===== config.mk =====
export PLATFORM = sky130hd
export DESIGN_NAME = btn_conditioner_flat
export DESIGN_NICKNAME = d
export VERILOG_FILES = /design/src/rtl/btn_cond_pkg.sv /design/src/rtl/btn_conditioner_if.sv /design/src/rtl/btn_debounce_ch.sv /design/src/rtl/btn_conditioner.sv /design/src/flat_wrapper.sv
export SDC_FILE = /design/constraint.sdc
export NUM_CORES = 1
export LEC_CHECK = 0
export CAP_MARGIN = 20
export CORE_AREA = 3 3 84 106
export DETAILED_ROUTE_END_ITERATION = 8
export DIE_AREA = 0 0 87 109
export GPL_ROUTABILITY_DRIVEN = 1
export SYNTH_ARGS = -nofsm -noshare
export SYNTH_HDL_FRONTEND = slang
export SYNTH_SLANG_ARGS = --single-unit

===== constraint.sdc =====
create_clock -name clk -period 1.5 [get_ports clk]
set_clock_uncertainty 0.15 [all_clocks]
set_input_delay 0.225 -clock clk [delete_from_list [all_inputs] [get_ports clk]]
set_output_delay 0.225 -clock clk [all_outputs]
set_load 0.01 [all_outputs]

===== src/rtl/btn_cond_pkg.sv =====
// ----------------------------------------------------------------------------
// btn_cond_pkg
//   Shared constants and types for the button conditioner.
//   BTN_COND_DEF_DEBOUNCE : default debounce length in clk cycles
//   BTN_COND_DEF_CNT_W    : default debounce counter width
//   BTN_COND_SYNC_STAGES  : flops in the pad synchroniser chain
//   btn_ch_out_t          : per-channel result (level + edge pulses)
// ----------------------------------------------------------------------------
package btn_cond_pkg;

    localparam int BTN_COND_DEF_DEBOUNCE = 16;
    localparam int BTN_COND_DEF_CNT_W    = 16;
    localparam int BTN_COND_SYNC_STAGES  = 2;

    typedef struct packed {
        logic level;
        logic rise;
        logic fall;
    } btn_ch_out_t;

endpackage


===== src/rtl/btn_conditioner_if.sv =====
// ----------------------------------------------------------------------------
// btn_conditioner_if
//   Bundle between the button conditioner and its user.
//   btn_raw     : raw pad inputs (asynchronous)
//   evt_clr     : per-channel clear of evt_pending
//   btn_level   : debounced level
//   btn_rise    : 1-cycle pulse on debounced 0->1
//   btn_fall    : 1-cycle pulse on debounced 1->0
//   evt_pending : sticky per-channel change flag
//   irq_mask/irq: only present when BTN_COND_IRQ_EN is defined
//   master = user side, slave = conditioner side.
// ----------------------------------------------------------------------------
interface btn_conditioner_if #(
    parameter int N_BTN = 2
);
    logic [N_BTN-1:0] btn_raw;
    logic [N_BTN-1:0] evt_clr;
    logic [N_BTN-1:0] btn_level;
    logic [N_BTN-1:0] btn_rise;
    logic [N_BTN-1:0] btn_fall;
    logic [N_BTN-1:0] evt_pending;
`ifdef BTN_COND_IRQ_EN
    logic [N_BTN-1:0] irq_mask;
    logic             irq;
`endif

    modport master (
        output btn_raw, output evt_clr,
`ifdef BTN_COND_IRQ_EN
        output irq_mask, input irq,
`endif
        input btn_level, input btn_rise, input btn_fall, input evt_pending
    );

    modport slave (
        input btn_raw, input evt_clr,
`ifdef BTN_COND_IRQ_EN
        input irq_mask, output irq,
`endif
        output btn_level, output btn_rise, output btn_fall, output evt_pending
    );
endinterface


===== src/rtl/btn_debounce_ch.sv =====
// ----------------------------------------------------------------------------
// btn_debounce_ch
//   One button channel: pad synchroniser, debounce counter, edge pulses.
//   i_clk   : clock
//   i_rst_n : asynchronous active-low reset
//   i_raw   : raw pad bit
//   o_ch    : debounced level plus registered rise/fall pulses
//   The level only follows the synced input after it has differed from the
//   current level for DEBOUNCE_CYCLES consecutive cycles; any return to the
//   current level restarts the count.
// ----------------------------------------------------------------------------
module btn_debounce_ch
    import btn_cond_pkg::*;
#(
    parameter int   DEBOUNCE_CYCLES = BTN_COND_DEF_DEBOUNCE,
    parameter int   CNT_W           = BTN_COND_DEF_CNT_W,
    parameter logic IDLE_BIT        = 1'b1
) (
    input  logic        i_clk,
    input  logic        i_rst_n,
    input  logic        i_raw,
    output btn_ch_out_t o_ch
);
    localparam logic [CNT_W-1:0] LP_CNT_MAX = CNT_W'(DEBOUNCE_CYCLES - 1);

    logic [BTN_COND_SYNC_STAGES-1:0] r_sync;
    logic [CNT_W-1:0]                r_cnt;
    logic                            r_level;
    logic                            r_rise;
    logic                            r_fall;

    logic w_sync;
    logic w_diff;
    logic w_accept;

    assign w_sync   = r_sync[BTN_COND_SYNC_STAGES-1];
    assign w_diff   = (w_sync != r_level);
    assign w_accept = w_diff && (r_cnt == LP_CNT_MAX);

    always_ff @(posedge i_clk or negedge i_rst_n) begin
        if (!i_rst_n) begin
            r_sync  <= {BTN_COND_SYNC_STAGES{IDLE_BIT}};
            r_cnt   <= '0;
            r_level <= IDLE_BIT;
            r_rise  <= 1'b0;
            r_fall  <= 1'b0;
        end else begin
            r_sync <= {r_sync[BTN_COND_SYNC_STAGES-2:0], i_raw};
            // Pulses are registered alongside the level update so they
            // coincide with the cycle the new level first appears.
            r_rise <= w_accept &  w_sync;
            r_fall <= w_accept & ~w_sync;
            if (!w_diff) begin
                r_cnt <= '0;
            end else if (w_accept) begin
                r_level <= w_sync;
                r_cnt   <= '0;
            end else begin
                r_cnt <= r_cnt + 1'b1;
            end
        end
    end

    assign o_ch.level = r_level;
    assign o_ch.rise  = r_rise;
    assign o_ch.fall  = r_fall;

endmodule


===== src/rtl/btn_conditioner.sv =====
// ----------------------------------------------------------------------------
// btn_conditioner
//   Conditions N_BTN raw button pads for the Wishbone test peripheral.
//   clk     : single clock
//   reset_n : asynchronous active-low reset
//   bus     : btn_conditioner_if.slave (raw in, clears in, level/pulses/flags out)
//   Optional feature macro: BTN_COND_IRQ_EN adds bus.irq_mask and a registered
//   bus.irq = |(evt_pending & irq_mask).
//   One btn_debounce_ch per channel; this level owns evt_pending and irq.
// ----------------------------------------------------------------------------
module btn_conditioner
    import btn_cond_pkg::*;
#(
    parameter int               N_BTN           = 2,
    parameter int               DEBOUNCE_CYCLES = BTN_COND_DEF_DEBOUNCE,
    parameter int               CNT_W           = BTN_COND_DEF_CNT_W,
    parameter logic [N_BTN-1:0] IDLE_LEVEL      = {N_BTN{1'b1}}
) (
    input logic              clk,
    input logic              reset_n,
    btn_conditioner_if.slave bus
);
    btn_ch_out_t      w_ch [N_BTN];
    logic [N_BTN-1:0] w_level;
    logic [N_BTN-1:0] w_rise;
    logic [N_BTN-1:0] w_fall;
    logic [N_BTN-1:0] r_evt;

    for (genvar g = 0; g < N_BTN; g++) begin : g_ch
        btn_debounce_ch #(
            .DEBOUNCE_CYCLES (DEBOUNCE_CYCLES),
            .CNT_W           (CNT_W),
            .IDLE_BIT        (IDLE_LEVEL[g])
        ) u_ch (
            .i_clk   (clk),
            .i_rst_n (reset_n),
            .i_raw   (bus.btn_raw[g]),
            .o_ch    (w_ch[g])
        );
        assign w_level[g] = w_ch[g].level;
        assign w_rise[g]  = w_ch[g].rise;
        assign w_fall[g]  = w_ch[g].fall;
    end

    // Set has priority over clear so a change coinciding with a clear is
    // never lost.
    always_ff @(posedge clk or negedge reset_n) begin
        if (!reset_n) r_evt <= '0;
        else          r_evt <= (r_evt & ~bus.evt_clr) | w_rise | w_fall;
    end

    assign bus.btn_level   = w_level;
    assign bus.btn_rise    = w_rise;
    assign bus.btn_fall    = w_fall;
    assign bus.evt_pending = r_evt;

`ifdef BTN_COND_IRQ_EN
    logic r_irq;

    always_ff @(posedge clk or negedge reset_n) begin
        if (!reset_n) r_irq <= 1'b0;
        else          r_irq <= |(r_evt & bus.irq_mask);
    end

    assign bus.irq = r_irq;
`endif

endmodule


===== src/flat_wrapper.sv =====
// flat-port wrapper written by rule: the top's interface ports become plain ports
module btn_conditioner_flat import btn_cond_pkg::*;
#(
    parameter int               N_BTN           = 2,
    parameter int               DEBOUNCE_CYCLES = BTN_COND_DEF_DEBOUNCE,
    parameter int               CNT_W           = BTN_COND_DEF_CNT_W,
    parameter logic [N_BTN-1:0] IDLE_LEVEL      = {N_BTN{1'b1}}
)
  (clk, reset_n, bus_btn_raw, bus_evt_clr, bus_btn_level, bus_btn_rise, bus_btn_fall, bus_evt_pending);
  btn_conditioner_if #(.N_BTN(N_BTN)) bus_i ();
  input logic clk;
  input logic reset_n;
  input wire logic [$bits(bus_i.btn_raw)-1:0] bus_btn_raw;
  input wire logic [$bits(bus_i.evt_clr)-1:0] bus_evt_clr;
  output wire logic [$bits(bus_i.btn_level)-1:0] bus_btn_level;
  output wire logic [$bits(bus_i.btn_rise)-1:0] bus_btn_rise;
  output wire logic [$bits(bus_i.btn_fall)-1:0] bus_btn_fall;
  output wire logic [$bits(bus_i.evt_pending)-1:0] bus_evt_pending;
  assign bus_i.btn_raw = bus_btn_raw;
  assign bus_i.evt_clr = bus_evt_clr;
  assign bus_btn_level = bus_i.btn_level;
  assign bus_btn_rise = bus_i.btn_rise;
  assign bus_btn_fall = bus_i.btn_fall;
  assign bus_evt_pending = bus_i.evt_pending;
  btn_conditioner #(.N_BTN(N_BTN), .DEBOUNCE_CYCLES(DEBOUNCE_CYCLES), .CNT_W(CNT_W), .IDLE_LEVEL(IDLE_LEVEL)) u_core (.clk(clk), .reset_n(reset_n), .bus(bus_i));
endmodule

==> impl_metrics.tcl, run 1 <==
set metrics [dict create \
    r2r_cells 5 \
    crit_type "reg -> reg" \
    drc 0 \
    fin_ws_ns -0.0945 \
    drtIter0Drc 46 \
    grt_setup_unrepaired "true" \
    chipHeight_um 109 \
    power.switching_uw 485 \
    fin_nets 244 \
    die_x_um 87 \
    hp-class "in -> reg" \
    violations "negative setup slack" \
    path_max_fanout 8 \
    syn_area_um2 2040 \
    cts-root-buf "clkbuf_8" \
    final_core_util_pct 35.1 \
    via_per_inst 4.53 \
    synth_most_common_cell "dfrtp_1" \
    grt_pass1_wl_um 7380 \
    drv_slew 0 \
    syn_inst 184 \
    io_buffers 13 \
    r2r_slack_ns -0.09 \
    critPathSlowestCell "dfrtp_1" \
    grt-ovfl-total 0 \
    antenna_found_initial 0 \
    maxCapViolCount 0 \
    power_frac_seq_pct 58.9 \
    preCtsSetupSlack_ns -0.177 \
    min_period_over_period_pct 106 \
    startpoint_type "flop" \
    max_stage_delay_ns 0.40 \
    synth_edf_count 0 \
    cts_tree "yes" \
    dieArea_um2 9480 \
    crit_arrival_ns 1.63 \
    clkSinkCount 44 \
    cellInternalPower_uw 1600 \
    yosysWarnings 0 \
    r2r_start "u_core.g_ch[0].u_ch.r_cnt[11]$_DFF_PN0_" \
    timing_worst_slew_pin_value_ns 0.269 \
    min_from "bus_btn_raw[0]" \
    path_clk_slew_ns 0.08 \
    firstDrtPassIters 4 \
    synth_seq_cells 44 \
    cp-end-kind "flop" \
    synth.area.top_cells "dfrtp_1, dfstp_2, xor2_1, nor2_1, xnor2_1" \
    grt_max_degree 45 \
    p_per_area_nw_per_um2 753 \
    yosys_most_used_dff "dfrtp_1" \
    areaGrowthSynthToFinish_pct 35.4 \
    num_rows 36 \
    cts.path.max_buffers 2 \
    worstPathBufferInverterCount 1 \
    htreeDepth 2 \
    whs_ns 0.178 \
    whs_endpoint "u_core.g_ch[0].u_ch.r_sync[0]$_DFF_PN1_" \
    final.setup.tns_ns -2.52 \
    swShare_pct 23.3 \
    async_flop_share_pct 100 \
    synth_cell_types 26 \
    synth_top_area_cell "dfrtp_1" \
    core_um2 7880 \
    crit_family "simple AND/OR/NAND/NOR gates" \
    synth_area_per_cell_um2 11.1 \
    hpwl_um 2730 \
    synth_top_area_share_pct 46.6 \
    final_layout_size_suffix_gt1_share_pct 40.5 \
    start_util_pct 25.9 \
    vdd_ir_drop_max_mv 0.352 \
    fill_cells 762 \
    min_path_cells 1 \
    r2r_end "u_core.g_ch[0].u_ch.r_cnt[9]$_DFF_PN0_" \
    gp_congestion 0.762 \
    cts_buffers 5 \
    hold_violations 0 \
    cp_cell_sequence "nor4_2, nand4_1, nand2_2, buf_6, nor2_1" \
    clkPwrFrac_pct 35.0 \
    synthTopCellsByCount "dfrtp_1, nor2_1, xor2_1, xnor2_1, nand4_1" \
    n_antenna_cell 0 \
    relSlewSlack_pct 81.9 \
    fmax_mhz 627 \
    clk_latency_ns 0.29 \
    ant_nets 0 \
    wl_per_cell_um 12.0 \
    wl_um 4000 \
    grt_usage_pct 10.0 \
    setup_viol 36 \
    vias 1505 \
    io_pins 14 \
    status "complete, but fails checks" \
    min_period_ns 1.59 \
    synth_fp_nets 192 \
    seq_area_frac_synth_pct 54.3 \
    pwr-share-comb_pct 6.1 \
    grt_pass1_vias 1618 \
    critical_path_required_ns 1.54 \
    p_leak_uw 0.00122 \
]
## power groups by stage
stage               registers, uW  clock network, uW  logic [uW]
floorplan                    1250                  0        38.0
global placement             1240                  0         116
detailed placement           1250                  0         118
CTS                          1230                773         130
global route                 1230                815         146
finish                       1230                728         128
## registers in the layout, indices dropped and copies added, names as in the netlist
register,flops
u_core.g_ch.u_ch.r_sync,4
u_core.g_ch.u_ch.r_rise,2
u_core.bus.evt_pending,2
u_core.g_ch.u_ch.r_level,2
u_core.g_ch.u_ch.r_cnt,32
u_core.g_ch.u_ch.r_fall,2
## metrics by stage
stage / std cells / power [uW] / cell area (um^2)
floorplan: 184 / 1280 / 2060
global placement: 320 / 1360 / 2540
detailed placement: 320 / 1360 / 2540
CTS: 331 / 2130 / 2740
global route: 332 / 2190 / 2760
finish: 332 / 2080 / 2760
## per-layer routing
metal / up-vias / global-route usage [%] / share of wire [%]
met5: - / 0 / 0
met4: 0 / 5.79 / 2.7
met3: 10 / 2.19 / 2.5
met2: 16 / 17.0 / 53
met1: 746 / 11.4 / 42
li1: 733 / - / -
## worst max path at each step
stage / depth (start not counted) / endpoint / start
detailed placement: 5 / u_core.g_ch[1].u_ch.r_cnt[15]$_DFF_PN0_ / u_core.g_ch[1].u_ch.r_cnt[12]$_DFF_PN0_
global placement: 5 / u_core.g_ch[1].u_ch.r_cnt[2]$_DFF_PN0_ / u_core.g_ch[1].u_ch.r_cnt[12]$_DFF_PN0_
CTS: 5 / u_core.g_ch[0].u_ch.r_cnt[8]$_DFF_PN0_ / u_core.g_ch[0].u_ch.r_cnt[15]$_DFF_PN0_
floorplan: 6 / u_core.g_ch[1].u_ch.r_cnt[12]$_DFF_PN0_ / u_core.g_ch[1].u_ch.r_cnt[0]$_DFF_PN0_
finish: 5 / u_core.g_ch[0].u_ch.r_cnt[9]$_DFF_PN0_ / u_core.g_ch[0].u_ch.r_cnt[11]$_DFF_PN0_
global route: 5 / u_core.g_ch[0].u_ch.r_cnt[13]$_DFF_PN0_ / u_core.g_ch[0].u_ch.r_cnt[11]$_DFF_PN0_
## cell usage in the layout (no fill, tap or decap), types with 3 or more instances in the layout
cell / n
nor3b_2: 4
nor2_1: 16
and4_1: 5
clkdlybuf4s50_1: 4
buf_4: 37
nor3_1: 4
nand3_1: 7
xnor2_1: 13
nor2_2: 17
dfstp_2: 6
nor4_2: 7
nand4_1: 12
nand2_1: 6
clkbuf_8: 5
and3_1: 3
dlygate4sd2_1: 6
inv_1: 4
dfrtp_1: 38
xor2_1: 17
## area by class of cell
class	count	area, um^2	share of cell area [%]
sequential	44	1110	40.1
inverter	4	15.0	0.543
tap	95	119	4.30
multi-input combinational	126	970	35.1
clock inverter	3	18.8	0.679
timing repair buffer	55	464	16.8
clock buffer	5	68.8	2.49
## cells by family (layout without fill, tap and decap cells)
logic type | Yosys count | in the layout | synth area share, %
multiplexers | 2 | 2 | 1.10
AO/OA/AOI/OAI | 2 | 2 | 0.490
flip-flops | 44 | 44 | 54.3
buffers and inverters | 14 | 67 | 4.10
AND/OR/NAND/NOR | 90 | 90 | 25.9
adder cells (fa/ha/maj) | 2 | 2 | 1.23
XOR/XNOR | 30 | 30 | 12.9
## what timing repair did
action / in CTS / in global routing
setup endpoints to repair: 46 / 39
gates resized for setup: 34 / 7
buffers inserted: 2 / 1
pin swaps: 18 / 5
endpoints found under the hold margin: 44 / 0
hold buffers: 1 / 0
## worst reg2reg max path, delay by kind of cell, from the launching register on
family	cells	cell delay, ns
DFF	1	0.40
buffers and inverters	1	0.16
and+or+nand+nor	4	0.79
Note: power is estimated with default switching activity, not from simulation.
==> run 2: changes to the inputs <==
==> constraint.sdc (replaced) <==
create_clock -name clk -period 1.6 [get_ports clk]
set_clock_uncertainty 0.15 [all_clocks]
set_input_delay 0.24 -clock clk [delete_from_list [all_inputs] [get_ports clk]]
set_output_delay 0.24 -clock clk [all_outputs]
set_load 0.01 [all_outputs]
==> run 2 against run 1 <==
The run now ends clean. Sequential power down 7%. Critical path depth up 1. Setup slack better by 0.11 ns. Global-route usage down 0.43 points. Total power down 5.7%. Largest cell class unchanged.
==> impl_metrics.tcl, run 2 (same netlist as run 1, synthesis figures left out) <==
set metrics [dict create \
    io_pins 14 \
    grt-ovfl-total 0 \
    min_from "bus_btn_raw[0]" \
    top_register "u_core.g_ch.u_ch.r_cnt" \
    r2r_start "u_core.g_ch[1].u_ch.r_cnt[0]$_DFF_PN0_" \
    critPathSlowestCell "dfrtp_1" \
    areaGrowthSynthToFinish_pct 33.5 \
    drv_slew 0 \
    relSlewSlack_pct 76.3 \
    clk_latency_ns 0.30 \
    final_cell_mix "dfrtp_1, buf_4, nor2_1" \
    maxCapViolCount 0 \
    max_stage_delay_ns 0.40 \
    hp-class "in -> reg" \
    cts_buffers 5 \
    drtIter0Drc 38 \
    dieArea_um2 9480 \
    fill_cells 782 \
    die_x_um 87 \
    status "finished clean" \
    ant_nets 0 \
    reg.largest.list "u_core.g_ch.u_ch.r_cnt: 32 flops, u_core.g_ch.u_ch.r_sync: 4 flops" \
    start_util_pct 25.9 \
    cp_cell_sequence "ha_4, and3_4, nand4_1, nand2_2, buf_12, nor2_1" \
    critical_path_required_ns 1.64 \
    htreeDepth 2 \
    final_core_util_pct 34.6 \
    p_per_area_nw_per_um2 720 \
    power_uw 1960 \
    r2r_end "u_core.g_ch[1].u_ch.r_cnt[12]$_DFF_PN0_" \
    io_buffers 13 \
    path_clk_slew_ns 0.08 \
    setup_viol 0 \
    grt_pass1_vias 1565 \
    num_rows 36 \
    firstDrtPassIters 4 \
    wl_per_cell_um 12.7 \
    min_path_cells 1 \
    cts.path.max_buffers 2 \
    chipHeight_um 109 \
    grt_pass1_wl_um 7130 \
    final_layout_size_suffix_gt1_share_pct 31.2 \
    finalNonFillerCells 326 \
    largest_reg_flops 32 \
    min_period_ns 1.58 \
    wl_um 4140 \
    min_period_over_period_pct 98.9 \
    path_max_fanout 15 \
    grt_usage_pct 9.57 \
    gp_congestion 0.832 \
    timing_worst_slew_pin_value_ns 0.355 \
    n_antenna_cell 0 \
    crit_arrival_ns 1.62 \
    startpoint_type "flop" \
    whs_ns 0.193 \
    fin_nets 238 \
    hold_violations 0 \
    vdd_ir_drop_max_mv 0.378 \
    fmax_mhz 632 \
    r2r_cells 6 \
    whs_endpoint "u_core.g_ch[0].u_ch.r_sync[0]$_DFF_PN1_" \
    mostFrequentLayoutCell "dfrtp_1" \
    cts-root-buf "clkbuf_8" \
    r2r_slack_ns 0.02 \
    hpwl_um 2760 \
    drc 0 \
    via_per_inst 4.57 \
    grt_setup_unrepaired "true" \
    p_leak_uw 0.00131 \
    vias 1489 \
    cp-end-kind "flop" \
    core_um2 7880 \
    antenna_found_initial 0 \
    dp.cells 315 \
    cts_tree "yes" \
    crit_type "reg -> reg" \
    clkSinkCount 44 \
    grt_max_degree 31 \
]
[run 2: worst max-delay path by stage]
stage	start	end	slack, ns	cells past startpoint
2_1_floorplan	u_core.g_ch[0].u_ch.r_cnt[0]$_DFF_PN0_	u_core.g_ch[0].u_ch.r_cnt[8]$_DFF_PN0_	0.03	6
3_3_place_gp	u_core.g_ch[1].u_ch.r_cnt[10]$_DFF_PN0_	u_core.g_ch[1].u_ch.r_cnt[12]$_DFF_PN0_	-0.007	6
3_5_place_dp	u_core.g_ch[1].u_ch.r_cnt[13]$_DFF_PN0_	u_core.g_ch[1].u_ch.r_rise$_DFF_PN0_	-0.06	5
4_1_cts	u_core.g_ch[0].u_ch.r_rise$_DFF_PN0_	bus_btn_rise[0]	0.0005	1
5_1_grt	u_core.g_ch[0].u_ch.r_cnt[10]$_DFF_PN0_	u_core.g_ch[0].u_ch.r_cnt[4]$_DFF_PN0_	-0.09	5
6_report	u_core.g_ch[1].u_ch.r_cnt[0]$_DFF_PN0_	u_core.g_ch[1].u_ch.r_cnt[12]$_DFF_PN0_	0.02	6
[run 2: repair_timing]
action / in CTS / in global routing
endpoints found under the hold margin: 14 / 0
endpoints found under the setup margin: 25 / 41
resized for setup: 9 / 15
pin swaps: 3 / 7
hold buffers: 1 / 0
setup buffers: 1 / 2
[run 2: routing by layer]
metal  wire length, um  up-vias  global-route usage [%]
met5                 0        -                       0
li1                  -      718                       -
met4                64        0                    4.01
met2              2200       19                    16.6
met1              1760      747                    11.2
met3               114        5                    2.27
[run 2: critical path, delay by kind of cell, from the launching register on]
family | cells | cell delay [ns]
AND/OR/NAND/NOR | 4 | 0.60
buffers and inverters | 1 | 0.15
adder cells (fa/ha/maj) | 1 | 0.17
flip-flops | 1 | 0.40
[run 2: cell type report]
type	count	area [um^2]	share of cell area, %
sequential	44	1110	40.7
timing repair buffer	49	445	16.3
tap	95	119	4.36
multi-input combinational	126	952	34.9
clock buffer	6	72.6	2.66
inverter	4	15.0	0.551
clock inverter	2	12.5	0.459
[run 2: where the power goes]
part | leakage, uW | total, uW | switching (uW) | internal (uW)
registers | 0.000589 | 1150 | 15.3 | 1130
clock network | 0.0000412 | 699 | 393 | 306
logic | 0.000680 | 115 | 57.1 | 58.1
total | 0.00131 | 1960 | 465 | 1500
[run 2: stage by stage]
| stage | TNS [ns] | instance area [um^2] | worst slack, ns |
|---|---|---|---|
| after floorplan | 0 | 2040 | 0.0273 |
| after global placement | -0.00940 | 2500 | -0.00679 |
| final | 0 | 2730 | 0.0179 |
| after global routing | -2.42 | 2730 | -0.0926 |
| after CTS | 0 | 2630 | 0.000523 |
| after detailed placement | -0.334 | 2500 | -0.0603 |
==> run 3: changes to the inputs <==
--- a/config.mk
+++ b/config.mk
@@ -9,7 +9,7 @@
 export CORE_AREA = 3 3 84 106
 export DETAILED_ROUTE_END_ITERATION = 8
 export DIE_AREA = 0 0 87 109
-export GPL_ROUTABILITY_DRIVEN = 1
+export GPL_ROUTABILITY_DRIVEN = 0
 export SYNTH_ARGS = -nofsm -noshare
 export SYNTH_HDL_FRONTEND = slang
 export SYNTH_SLANG_ARGS = --single-unit
==> results of run 3 <==
Final layout, timing and power as in run 2 (identical DEF).
